**config.mk**
```make
export PLATFORM = sky130hd
export DESIGN_NAME = mem_req_arbiter
export DESIGN_NICKNAME = d
export VERILOG_FILES = /design/src/rtl/mem_req_arbiter.sv
export SDC_FILE = /design/constraint.sdc
export NUM_CORES = 1
export LEC_CHECK = 0
export BUFFER_PORTS_ARGS = -buffer_cell sky130_fd_sc_hd__buf_2
export CAP_MARGIN = 20
export CORE_AREA = 2 2 141 143
export DETAILED_ROUTE_END_ITERATION = 12
export DIE_AREA = 0 0 143 145
export HOLD_SLACK_MARGIN = 0.03
export PLACE_DENSITY = 0.65
export SKIP_CTS_REPAIR_TIMING = 1
export SYNTH_ARGS = -nofsm -noshare
export SYNTH_HDL_FRONTEND = slang
export SYNTH_SLANG_ARGS = --single-unit
```
**constraint.sdc**
```tcl
create_clock -name clk -period 9.7 [get_ports clk]
set_input_delay 0.485 -clock clk [delete_from_list [all_inputs] [get_ports clk]]
set_output_delay 0.485 -clock clk [all_outputs]
set_load 0.005 [all_outputs]
```
**src/rtl/mem_req_arbiter.sv**
```systemverilog
// Round-robin arbiter sharing one line-refill memory port between NUM_REQ requesters,
// with one outstanding transaction and a refill-timeout watchdog that returns an error response.
module mem_req_arbiter #(
  parameter int NUM_REQ        = 2,
  parameter int ADDR_W         = 32,
  parameter int LINE_W         = 128,
  parameter int TIMEOUT_CYCLES = 64
) (
  input  logic                        clk,
  input  logic                        rst,
  input  logic [NUM_REQ-1:0]          req_valid,
  input  logic [NUM_REQ*ADDR_W-1:0]   req_addr,
  output logic [NUM_REQ-1:0]          req_ack,
  output logic [NUM_REQ-1:0]          resp_valid,
  output logic                        resp_err,
  output logic [LINE_W-1:0]           resp_data,
  output logic                        busy,
  output logic                        mem_req,
  output logic [ADDR_W-1:0]           mem_addr,
  input  logic [LINE_W-1:0]           mem_data_in,
  input  logic                        mem_ready
);

  localparam int GW = (NUM_REQ > 1) ? $clog2(NUM_REQ) : 1;
  localparam int CW = (TIMEOUT_CYCLES > 0) ? $clog2(TIMEOUT_CYCLES + 1) : 1;

  localparam logic [1:0] ST_IDLE = 2'd0;
  localparam logic [1:0] ST_BUSY = 2'd1;
  localparam logic [1:0] ST_RESP = 2'd2;

  logic [1:0]          state_q, state_d;
  logic [GW-1:0]       rr_ptr_q, rr_ptr_d;
  logic [GW-1:0]       grant_q, grant_d;
  logic [CW-1:0]       cnt_q, cnt_d;
  logic [NUM_REQ-1:0]  req_ack_q, req_ack_d;
  logic [NUM_REQ-1:0]  resp_valid_q, resp_valid_d;
  logic                resp_err_q, resp_err_d;
  logic [LINE_W-1:0]   resp_data_q, resp_data_d;
  logic                busy_q, busy_d;
  logic                mem_req_q, mem_req_d;
  logic [ADDR_W-1:0]   mem_addr_q, mem_addr_d;

  logic                arb_found_s;
  logic [GW-1:0]       arb_idx_s;
  logic [ADDR_W-1:0]   arb_addr_s;
  logic [NUM_REQ-1:0]  arb_onehot_s;
  logic [NUM_REQ-1:0]  grant_onehot_s;
  logic                timeout_s;

  // Round-robin pick: first pass covers [rr_ptr, NUM_REQ-1], second pass wraps to [0, rr_ptr-1].
  always_comb begin
    arb_found_s = 1'b0;
    arb_idx_s   = '0;
    for (int i = 0; i < NUM_REQ; i++) begin
      if (!arb_found_s && req_valid[i] && (GW'(i) >= rr_ptr_q)) begin
        arb_found_s = 1'b1;
        arb_idx_s   = GW'(i);
      end else begin
        arb_found_s = arb_found_s;
      end
    end
    for (int i = 0; i < NUM_REQ; i++) begin
      if (!arb_found_s && req_valid[i]) begin
        arb_found_s = 1'b1;
        arb_idx_s   = GW'(i);
      end else begin
        arb_found_s = arb_found_s;
      end
    end
  end

  // Address mux and one-hot decodes for the new and the current grant.
  always_comb begin
    arb_addr_s     = '0;
    arb_onehot_s   = '0;
    grant_onehot_s = '0;
    for (int i = 0; i < NUM_REQ; i++) begin
      arb_onehot_s[i]   = (GW'(i) == arb_idx_s);
      grant_onehot_s[i] = (GW'(i) == grant_q);
      if (GW'(i) == arb_idx_s) begin
        arb_addr_s = req_addr[i*ADDR_W +: ADDR_W];
      end else begin
        arb_addr_s = arb_addr_s;
      end
    end
  end

  // Watchdog fires on the edge that ends the TIMEOUT_CYCLES-th BUSY cycle.
  always_comb begin
    if (TIMEOUT_CYCLES != 0) begin
      timeout_s = (cnt_q == CW'(TIMEOUT_CYCLES - 1));
    end else begin
      timeout_s = 1'b0;
    end
  end

  // Next-state and registered-output computation.
  always_comb begin
    state_d      = state_q;
    rr_ptr_d     = rr_ptr_q;
    grant_d      = grant_q;
    cnt_d        = cnt_q;
    req_ack_d    = '0;
    resp_valid_d = '0;
    resp_err_d   = 1'b0;
    resp_data_d  = resp_data_q;
    mem_req_d    = mem_req_q;
    mem_addr_d   = mem_addr_q;
    case (state_q)
      ST_IDLE: begin
        if (arb_found_s) begin
          state_d    = ST_BUSY;
          grant_d    = arb_idx_s;
          req_ack_d  = arb_onehot_s;
          mem_req_d  = 1'b1;
          mem_addr_d = arb_addr_s;
          cnt_d      = '0;
        end else begin
          state_d = ST_IDLE;
        end
      end
      ST_BUSY: begin
        if (cnt_q != {CW{1'b1}}) begin
          cnt_d = cnt_q + CW'(1);
        end else begin
          cnt_d = cnt_q;
        end
        // A late mem_ready on the timeout edge still counts as a good response.
        if (mem_ready) begin
          state_d      = ST_RESP;
          resp_valid_d = grant_onehot_s;
          resp_data_d  = mem_data_in;
          mem_req_d    = 1'b0;
          mem_addr_d   = '0;
        end else if (timeout_s) begin
          state_d      = ST_RESP;
          resp_valid_d = grant_onehot_s;
          resp_err_d   = 1'b1;
          resp_data_d  = '0;
          mem_req_d    = 1'b0;
          mem_addr_d   = '0;
        end else begin
          state_d = ST_BUSY;
        end
      end
      ST_RESP: begin
        state_d = ST_IDLE;
        cnt_d   = '0;
        if (grant_q == GW'(NUM_REQ - 1)) begin
          rr_ptr_d = '0;
        end else begin
          rr_ptr_d = grant_q + GW'(1);
        end
      end
      default: begin
        state_d    = ST_IDLE;
        cnt_d      = '0;
        mem_req_d  = 1'b0;
        mem_addr_d = '0;
      end
    endcase
    busy_d = (state_d != ST_IDLE);
  end

  // State and output registers; reset abandons any transaction in flight.
  always_ff @(posedge clk or posedge rst) begin
    if (rst) begin
      state_q      <= ST_IDLE;
      rr_ptr_q     <= '0;
      grant_q      <= '0;
      cnt_q        <= '0;
      req_ack_q    <= '0;
      resp_valid_q <= '0;
      resp_err_q   <= 1'b0;
      resp_data_q  <= '0;
      busy_q       <= 1'b0;
      mem_req_q    <= 1'b0;
      mem_addr_q   <= '0;
    end else begin
      state_q      <= state_d;
      rr_ptr_q     <= rr_ptr_d;
      grant_q      <= grant_d;
      cnt_q        <= cnt_d;
      req_ack_q    <= req_ack_d;
      resp_valid_q <= resp_valid_d;
      resp_err_q   <= resp_err_d;
      resp_data_q  <= resp_data_d;
      busy_q       <= busy_d;
      mem_req_q    <= mem_req_d;
      mem_addr_q   <= mem_addr_d;
    end
  end

  assign req_ack    = req_ack_q;
  assign resp_valid = resp_valid_q;
  assign resp_err   = resp_err_q;
  assign resp_data  = resp_data_q;
  assign busy       = busy_q;
  assign mem_req    = mem_req_q;
  assign mem_addr   = mem_addr_q;

endmodule

```
==> results of run 1 <==
-- routing by layer --
| metal | vias to the layer above | part of all wire, % | track usage [%] |
|---|---|---|---|
| met5 | - | 0.30 | 0 |
| met2 | 269 | 47 | 29.6 |
| li1 | 2506 | - | - |
| met3 | 47 | 9.9 | 7.43 |
| met4 | 10 | 3.2 | 7.43 |
| met1 | 2587 | 39 | 21.8 |
-- power groups by stage --
stage / Clock [uW] / Combinational [uW] / Sequential, uW
after global placement: 0 / 1000 / 1280
after CTS: 775 / 1020 / 1280
after floorplan: 0 / 513 / 1290
after global routing: 806 / 1100 / 1320
after detailed placement: 0 / 1030 / 1270
final: 755 / 1000 / 1280
-- path summary, 6_finish.rpt --
path	end	startpoint	slack, ns	cells after the start
worst max-delay path	resp_data[107]$_DFFE_PP0P_	cnt_q[0]$_DFFE_PP0P_	6.94	6
worst min-delay path	resp_data[99]$_DFFE_PP0P_	rst	0.11	2
max in group asynchronous	resp_data[118]$_DFFE_PP0P_	rst	8.46	3
worst min register to register	mem_addr[22]$_DFFE_PP0P_	mem_addr[22]$_DFFE_PP0P_	0.48	1
worst max register to register	resp_data[107]$_DFFE_PP0P_	cnt_q[0]$_DFFE_PP0P_	6.94	6
min in group clk	resp_err$_DFF_PP0_	mem_ready	0.27	2
-- cells by family after synthesis --
| family | count (synthesis) | share of synthesized area, % |
|---|---|---|
| flip-flops | 178 | 65.7 |
| multiplexers | 32 | 4.73 |
| adder cells (fa/ha/maj) | 1 | 0.185 |
| buffers and inverters | 46 | 4.08 |
| AO/OA/AOI/OAI | 184 | 23.0 |
| AND/OR/NAND/NOR | 29 | 2.07 |
| XOR/XNOR | 2 | 0.258 |
-- Yosys cell counts, types with 2 or more instances --
| cell type | instances |
|---|---|
| a21oi_1 | 8 |
| a22o_1 | 128 |
| and3_1 | 4 |
| buf_1 | 2 |
| buf_2 | 17 |
| buf_6 | 11 |
| clkbuf_1 | 9 |
| dfrtp_1 | 178 |
| inv_1 | 7 |
| mux2i_1 | 32 |
| nand2_1 | 7 |
| nand3_1 | 3 |
| nor2_1 | 9 |
| o211ai_1 | 2 |
| o21ai_0 | 5 |
| o21ai_1 | 2 |
| o2bb2ai_1 | 32 |
| o31ai_1 | 2 |
| or3_1 | 2 |
| xor2_1 | 2 |
-- flip-flops by register name, summed over array words and instances, names as in the netlist --
register / flops
mem_req: 1
resp_valid: 2
busy: 1
req_ack: 2
resp_err: 1
mem_addr: 32
rr_ptr_q: 1
state_q: 2
grant_q: 1
cnt_q: 7
resp_data: 128
-- layout make-up --
cell class              count  area [sq um]  area share [%]
diodes                      1          2.50          0.0265
clock buffers              20           467            4.94
clock inverters            12           193            2.04
inverters                   7          31.3           0.331
multi-input cells         248          2070            21.9
flip-flops and latches    178          4450            47.2
well taps                 265           332            3.51
repair buffers            370          1890            20.0
-- per-stage QoR --
step / instance area (sq um) / std cells / utilization (%) / total power [uW] / setup WS [ns]
after global routing: 9440 / 1100 / 49.1 / 3220 / 6.74
after floorplan: 6780 / 472 / - / 1810 / 4.38
after global placement: 8750 / 1067 / 45.6 / 2290 / 7.00
after detailed placement: 8750 / 1067 / 45.6 / 2300 / 6.98
after CTS: 9410 / 1099 / 49.0 / 3070 / 6.97
final: 9440 / 1101 / 49.1 / 3030 / 6.94
-- layout by cell type, fill, tap and decap left out, types with 6 or more instances in the layout --
cell	netlist	final
nand2_1	7	6
nor2_1	9	9
o2bb2ai_1	32	32
buf_2	17	363
dfrtp_1	178	178
inv_1	7	6
mux2i_1	32	32
buf_4	0	6
clkbuf_16	0	17
a21oi_1	8	8
a22o_1	128	128
-- worst register-to-register path, cell delays in order (launching register included) --
cell     delay [ns]
dfrtp_1        0.41
ha_1           0.24
and3_1         0.21
a41o_2         0.33
nand2_4        0.38
buf_4          0.81
a22o_1         0.32
==> flow_metrics.env, run 1 <==
export IMPL_status="finished, final reports clean"
export IMPL_ys_ff_latch=178
export IMPL_fmax_mhz=362
export IMPL_cts_max_level=4
export IMPL_cts_made_buffers=17
export IMPL_first_global_vias=5210
export IMPL_max_slew_worst_pin_slew_ns=0.921
export IMPL_wirelength_um=19400
export IMPL_p_sw_share_pct=32.2
export IMPL_antenna_found_initial=6
export IMPL_hold_ws_ns=0.112
export IMPL_tritoncts="yes"
export IMPL_setup_tns_final_ns=0
export IMPL_ys_types=30
export IMPL_hold_path_class="in -> async"
export IMPL_powerDensity_mw_per_mm2=321
export IMPL_maxSlewHeadroom_pct=38.6
export IMPL_detail_route_antenna_nets=0
export IMPL_synthesis_nets=670
export IMPL_hold_viol=0
export IMPL_track_usage_pct=18.4
export IMPL_grt_pass1_wl_um=29100
export IMPL_crit_slowest_cell="buf_4"
export IMPL_insertion_delay_ns=0.43
export IMPL_path_clk_slew_ns=0.07
export IMPL_vdd_ir_drop_max_mv=0.201
export IMPL_vias=5419
export IMPL_die_area_sq_mm=0.0207
export IMPL_synth_ff_type="dfrtp_1"
export IMPL_design_core_area_sq_mm=0.0192
export IMPL_drive_above_1_share_pct=49.0
export IMPL_maxCapViolations=0
export IMPL_path_max_fanout=86
export IMPL_synth_area_sq_mm=0.00678
export IMPL_fin_crit_sh_pct=28.5
export IMPL_power_frac_comb_pct=33.0
export IMPL_maxSlewViolCount=0
export IMPL_critPathRequiredTime_ns=10.05
export IMPL_yosys_top_cells_area="dfrtp_1 (66%), a22o_1 (17%), mux2i_1 (4.7%), o2bb2ai_1 (4.1%), buf_6 (1.8%)"
export IMPL_critPathLaunchType="flip-flop"
export IMPL_place_hpwl_um=13800
export IMPL_syn_avg_cell_area_sq_um=14.4
export IMPL_synth_top_area_share_pct=65.7
export IMPL_die_w_um=143
export IMPL_intPower_uw=2060
export IMPL_portBuffers=363
export IMPL_viasPerCell=4.92
export IMPL_drt_iter0_markers=194
export IMPL_drt_pass1_iter_count=6
export IMPL_clock_sinks=178
export IMPL_skew_ns=0.0117
export IMPL_async_flop_share_pct=100
export IMPL_period_needed_ns=2.76
export IMPL_cts_root_buf="clkbuf_16"
export IMPL_synth_edf_count=0
export IMPL_critPathKind="reg -> reg"
export IMPL_seqPwrFrac_pct=42.1
export IMPL_crit_chain="ha_1, and3_1, a41o_2, nand2_4, buf_4, a22o_1"
export IMPL_yosysWarnings=0
export IMPL_synthesis_instances=472
export IMPL_worstSetupEndpointType="flip-flop"
export IMPL_fill_cells=1744
export IMPL_power_switching_uw=975
export IMPL_slowest_delay_ns=0.78
export IMPL_drc=0
export IMPL_dieHeight_um=145
export IMPL_clockBufferDepth=2
export IMPL_ios=364
export IMPL_grt_max_degree=124
export IMPL_p_leak_uw=0.00514
export IMPL_routedWlPerCell_um=17.6
export IMPL_start_util_pct=35.3
export IMPL_gp_congestion=0.813
export IMPL_overflow=0
export IMPL_critical_path_buf_inv_count=1
export IMPL_synth_top_cell_by_area="dfrtp_1"
export IMPL_arrival_ns=3.12
export IMPL_critPathTopFamily="buffers and inverters"
export IMPL_final_nets=1020
export IMPL_rsz0062_at_grt="no"
export IMPL_ys_seq_area_share_pct=65.7
export IMPL_row_count=51
export IMPL_setup_viol=0
export IMPL_area_delta_synth_final_pct=39.3
export IMPL_p_clk_share_pct=24.9
Note: power is estimated with default switching activity, not from simulation.
==> inputs of run 2 (changes only) <==
- CORE_AREA: 2 2 141 143 -> 2 2 142 144
- DIE_AREA: 0 0 143 145 -> 0 0 144 146
- PLACE_DENSITY: 0.65 -> 0.66
- clock period: 9.7 -> 2.25 ns (I/O delays scaled with it)
==> flow_metrics.env, run 2 (synthesis gave the netlist of run 1 again) <==
export IMPL_max_slew_worst_pin_slew_ns=0.554
export IMPL_maxSlewHeadroom_pct=62.7
export IMPL_maxCapViolations=0
export IMPL_setup_tns_final_ns=0
export IMPL_p_clk_share_pct=22.0
export IMPL_antenna_found_initial=0
export IMPL_clockBufferDepth=2
export IMPL_dp_slack_ns=0.364
export IMPL_intPower_uw=8920
export IMPL_path_max_fanout=20
export IMPL_antenna_cells=0
export IMPL_path_clk_slew_ns=0.07
export IMPL_place_hpwl_um=13800
export IMPL_power_switching_uw=4480
export IMPL_hold_path_class="in -> reg"
export IMPL_start_util_pct=35.1
export IMPL_dp_cells=1076
export IMPL_p_leak_uw=0.00598
export IMPL_final_common_cell="buf_2"
export IMPL_cts_max_level=4
export IMPL_p_total_uw=13400
export IMPL_insertion_delay_ns=0.42
export IMPL_p_sw_share_pct=33.4
export IMPL_hold_viol=1
export IMPL_worst_slack_ns=0.219
export IMPL_critPathLaunchType="primary input"
export IMPL_viasPerCell=4.85
export IMPL_drt_iter0_markers=292
export IMPL_critPathRequiredTime_ns=2.55
export IMPL_first_global_vias=5310
export IMPL_tritoncts="yes"
export IMPL_die_w_um=144
export IMPL_ios=364
export IMPL_detail_route_antenna_nets=0
export IMPL_drc=0
export IMPL_area_delta_synth_final_pct=68.6
export IMPL_status="finished with violations"
export IMPL_largest_register_ffs=128
export IMPL_vias=6296
export IMPL_cts_root_buf="clkbuf_16"
export IMPL_design_core_area_sq_mm=0.0193
export IMPL_grt_max_degree=81
export IMPL_hold_ws_ns=-0.00697
export IMPL_drive_above_1_share_pct=40.2
export IMPL_violations="hold timing"
export IMPL_drt_pass1_iter_count=5
export IMPL_fmax_mhz=492
export IMPL_skew_ns=0.0114
export IMPL_final_nets=1218
export IMPL_overflow=0
export IMPL_gp_congestion=0.792
export IMPL_grt_pass1_wl_um=28800
export IMPL_layout_cells_non_filler=1298
export IMPL_most_common_layout_cells="buf_2 (363), dlygate4sd3_1 (190), dfrtp_1 (178)"
export IMPL_portBuffers=363
export IMPL_dieHeight_um=146
export IMPL_critPathKind="in -> reg"
export IMPL_row_count=51
export IMPL_wirelength_um=22700
export IMPL_vdd_ir_drop_max_mv=0.587
export IMPL_maxSlewViolCount=0
export IMPL_period_needed_ns=2.03
export IMPL_setup_viol=0
export IMPL_worstSetupEndpointType="flip-flop"
export IMPL_powerDensity_mw_per_mm2=1170
export IMPL_clock_sinks=178
export IMPL_track_usage_pct=17.8
export IMPL_seqPwrFrac_pct=41.4
export IMPL_fin_crit_sh_pct=90.3
export IMPL_rsz0062_at_grt="no"
export IMPL_arrival_ns=2.33
export IMPL_power_frac_comb_pct=36.6
export IMPL_cts_made_buffers=17
export IMPL_routedWlPerCell_um=17.5
export IMPL_die_area_sq_mm=0.0210
-- run 2: changes by cell type in the layout (fill, tap and decap cells not counted), sizes merged --
cell and change:
buf +8, clkinvlp +1, bufinv -3, inv +4, diode -1, clkinv -2
dlygate4sd3 +190
-- run 2: power by group through the flow --
| stage | combinational (uW) | sequential (uW) | clock, uW |
|---|---|---|---|
| finish | 4910 | 5550 | 2940 |
| global route | 5310 | 5700 | 3160 |
| CTS | 4550 | 5510 | 3010 |
| detailed placement | 4590 | 5480 | 0 |
| global placement | 4480 | 5530 | 0 |
| floorplan | 2210 | 5570 | 0 |
-- run 2: metrics by stage --
stage / utilization, % / instance area [sq um]
global route: 59.1 / 11400
detailed placement: 46.2 / 8940
floorplan: - / 6780
CTS: 49.3 / 9520
global placement: 46.2 / 8940
finish: 59.1 / 11400
-- run 2: layout make-up --
class | count | area (sq um)
multi-input cells | 248 | 2070
clock buffers | 20 | 447
clock inverters | 12 | 136
well taps | 265 | 332
flip-flops and latches | 178 | 4450
fillers | 1501 | 7910
inverters | 7 | 30.0
repair buffers | 568 | 3960
-- run 2: per-layer routing --
| layer | routed length, um | up-vias | GRT usage [%] |
|---|---|---|---|
| met1 | 9180 | 3063 | 22.7 |
| met4 | 355 | 0 | 4.75 |
| met5 | 0 | - | 0 |
| li1 | - | 2902 | - |
| met2 | 11400 | 301 | 29.5 |
| met3 | 1810 | 30 | 5.43 |
-- run 2: worst max-delay path: stages --
cell and delay (ns):
dlygate4sd3_1 0.54, buf_2 0.16, inv_1 0.08, o21ai_4 0.29, buf_12 0.23, mux2i_1 0.26, dlygate4sd3_1 0.58, o2bb2ai_1 0.06
-- run 2: final timing paths --
check | from | to | slack, ns | cells after the start
hold reg to reg | mem_addr[21]$_DFFE_PP0P_ | mem_addr[21]$_DFFE_PP0P_ | 0.49 | 1
min in group asynchronous | rst | resp_data[88]$_DFFE_PP0P_ | 0.31 | 3
max in group asynchronous | rst | resp_data[17]$_DFFE_PP0P_ | 1.17 | 4
setup reg to reg | rr_ptr_q$_DFFE_PP0P_ | mem_addr[1]$_DFFE_PP0P_ | 0.29 | 5
hold / removal | req_addr[8] | mem_addr[8]$_DFFE_PP0P_ | -0.007 | 3
setup / recovery | req_valid[0] | mem_addr[1]$_DFFE_PP0P_ | 0.22 | 8
==> inputs of run 3 (changes only) <==
- MAX_ROUTING_LAYER: not set -> met4
- REMOVE_ABC_BUFFERS: not set -> 1
==> flow_metrics.env, run 3 (synthesis gave the netlist of run 1 again) <==
export IMPL_track_usage_pct=18.8
export IMPL_vias=6359
export IMPL_worstSetupEndpointType="flip-flop"
export IMPL_fill_cells=1513
export IMPL_place_hpwl_um=14600
export IMPL_viasPerCell=4.88
export IMPL_portBuffers=363
export IMPL_drive_above_1_share_pct=40.0
export IMPL_largest_register_ffs=128
export IMPL_critical_path_buf_inv_count=5
export IMPL_overflow=0
export IMPL_drt_iter0_markers=279
export IMPL_hp_start="req_addr[60]"
export IMPL_critPathTopFamily="buffers and inverters"
export IMPL_fin_area_sq_mm=0.0114
export IMPL_clock_sinks=178
export IMPL_arrival_ns=2.39
export IMPL_maxCapViolations=0
export IMPL_clockBufferDepth=2
export IMPL_crit_slowest_cell="dlygate4sd3_1"
export IMPL_die_w_um=144
export IMPL_crit_top_cell="dlygate4sd3_1"
export IMPL_holdPathStages=3
export IMPL_dieHeight_um=146
export IMPL_drc=0
export IMPL_cts_max_level=4
export IMPL_grt_pass1_wl_um=29100
export IMPL_crit_chain="dlygate4sd3_1, buf_2, inv_1, o21ai_4, buf_12, mux2i_1, dlygate4sd3_1, o2bb2ai_1"
export IMPL_whs_endpoint="mem_addr[28]$_DFFE_PP0P_"
export IMPL_hold_viol=0
export IMPL_rr_worst_depth=5
export IMPL_tritoncts="yes"
export IMPL_fmax_mhz=474
export IMPL_cts_made_buffers=17
export IMPL_final_nets=1222
export IMPL_die_area_sq_mm=0.0210
export IMPL_wirelength_um=23800
export IMPL_antenna_found_initial=2
export IMPL_detail_route_antenna_nets=0
export IMPL_skew_ns=0.0108
export IMPL_path_max_fanout=28
export IMPL_row_count=51
export IMPL_vdd_ir_drop_max_mv=0.550
export IMPL_period_needed_ns=2.11
export IMPL_critPathKind="in -> reg"
export IMPL_area_delta_synth_final_pct=68.6
export IMPL_regToRegEndpoint="mem_addr[2]$_DFFE_PP0P_"
export IMPL_hold_path_class="in -> reg"
export IMPL_hold_ws_ns=0.0557
export IMPL_p_sw_share_pct=33.9
export IMPL_slowest_delay_ns=0.58
export IMPL_start_util_pct=35.1
export IMPL_intPower_uw=8810
export IMPL_fin_crit_sh_pct=93.8
export IMPL_path_depth=8
export IMPL_p_total_uw=13300
export IMPL_critPathRequiredTime_ns=2.53
export IMPL_r2r_slack_ns=0.17
export IMPL_gp_congestion=0.812
export IMPL_drt_pass1_iter_count=5
export IMPL_grt_max_degree=66
export IMPL_worst_slack_ns=0.141
export IMPL_max_slew_worst_pin_slew_ns=0.673
export IMPL_insertion_delay_ns=0.42
export IMPL_final_common_cell="buf_2"
export IMPL_worstReg2RegStart="rr_ptr_q$_DFFE_PP0P_"
export IMPL_routedWlPerCell_um=18.2
export IMPL_power_frac_comb_pct=36.9
export IMPL_maxSlewViolCount=0
export IMPL_dpl_cell_area_sq_mm=0.00890
export IMPL_power_switching_uw=4520
export IMPL_rsz0062_at_grt="no"
export IMPL_path_clk_slew_ns=0.06
export IMPL_status="finished, final reports clean"
export IMPL_p_clk_share_pct=21.4
export IMPL_maxSlewHeadroom_pct=55.1
export IMPL_critPathLaunchType="primary input"
export IMPL_ios=364
export IMPL_first_global_vias=5306
export IMPL_cts_root_buf="clkbuf_16"
export IMPL_powerDensity_mw_per_mm2=1170
export IMPL_dp_slack_ns=0.277
export IMPL_design_core_area_sq_mm=0.0193
export IMPL_p_leak_uw=0.00597
export IMPL_seqPwrFrac_pct=41.8
export IMPL_setup_viol=0
export IMPL_most_common_layout_cells="buf_2 (363), dlygate4sd3_1 (195), dfrtp_1 (178)"
==> run 3: changes by cell type in the layout (fill, tap and decap cells not counted), sizes merged <==
cell	change
buf	-1
bufinv	-1
clkinv	+1
diode	+2
inv	-1
dlygate4sd3	+5
clkinvlp	+1
==> run 3: worst reg2reg max path, cell delays in order (launching register included) <==
cell           delay, ns
dfrtp_1             0.43
o21ai_4             0.32
buf_12              0.28
mux2i_1             0.26
dlygate4sd3_1       0.58
o2bb2ai_1           0.08
==> run 3: layer usage <==
metal	routed length, um	up-vias	share of wire [%]	track usage, %
li1	-	2905	-	-
met1	9390	3094	39	21.4
met2	12000	314	51	31.1
met3	1710	46	7.2	6.02
met4	630	0	2.7	6.32
met5	0	-	0	-
==> run 3: how the worst max path moves through the flow <==
stage / start / end / slack, ns
floorplan: rst / busy$_DFF_PP0_ / -2.69
global placement: cnt_q[0]$_DFFE_PP0P_ / resp_data[32]$_DFFE_PP0P_ / 0.32
detailed placement: cnt_q[0]$_DFFE_PP0P_ / resp_data[66]$_DFFE_PP0P_ / 0.28
CTS: cnt_q[0]$_DFFE_PP0P_ / resp_data[82]$_DFFE_PP0P_ / 0.26
global route: req_valid[0] / mem_addr[2]$_DFFE_PP0P_ / 0.07
finish: req_valid[0] / mem_addr[2]$_DFFE_PP0P_ / 0.14
==> run 3: cell type report <==
cell class	instances	area, sq um	share of cell area, %
Antenna cell	2	5.00	0.0438
Clock buffer	20	457	4.00
Clock inverter	12	115	1.01
Inverter	7	31.3	0.274
Multi-Input combinational cell	248	2070	18.1
Sequential cell	178	4450	39.0
Tap cell	265	332	2.90
Timing Repair Buffer	572	3960	34.7
==> run 3: power by group through the flow <==
stage               clock network [uW]  registers (uW)  logic (uW)
floorplan                            0            5600        2030
global placement                     0            5530        4440
detailed placement                   0            5480        4560
CTS                               2920            5500        4530
global route                      3070            5720        5300
finish                            2850            5570        4920
==> run 3: per-stage QoR <==
stage	setup TNS, ns	util [%]	std cells
after floorplan	-643.24	-	433
after global placement	0	46.0	1075
after detailed placement	0	46.0	1075
after CTS	0	49.0	1107
after global routing	0	59.1	1304
final	0	59.1	1304
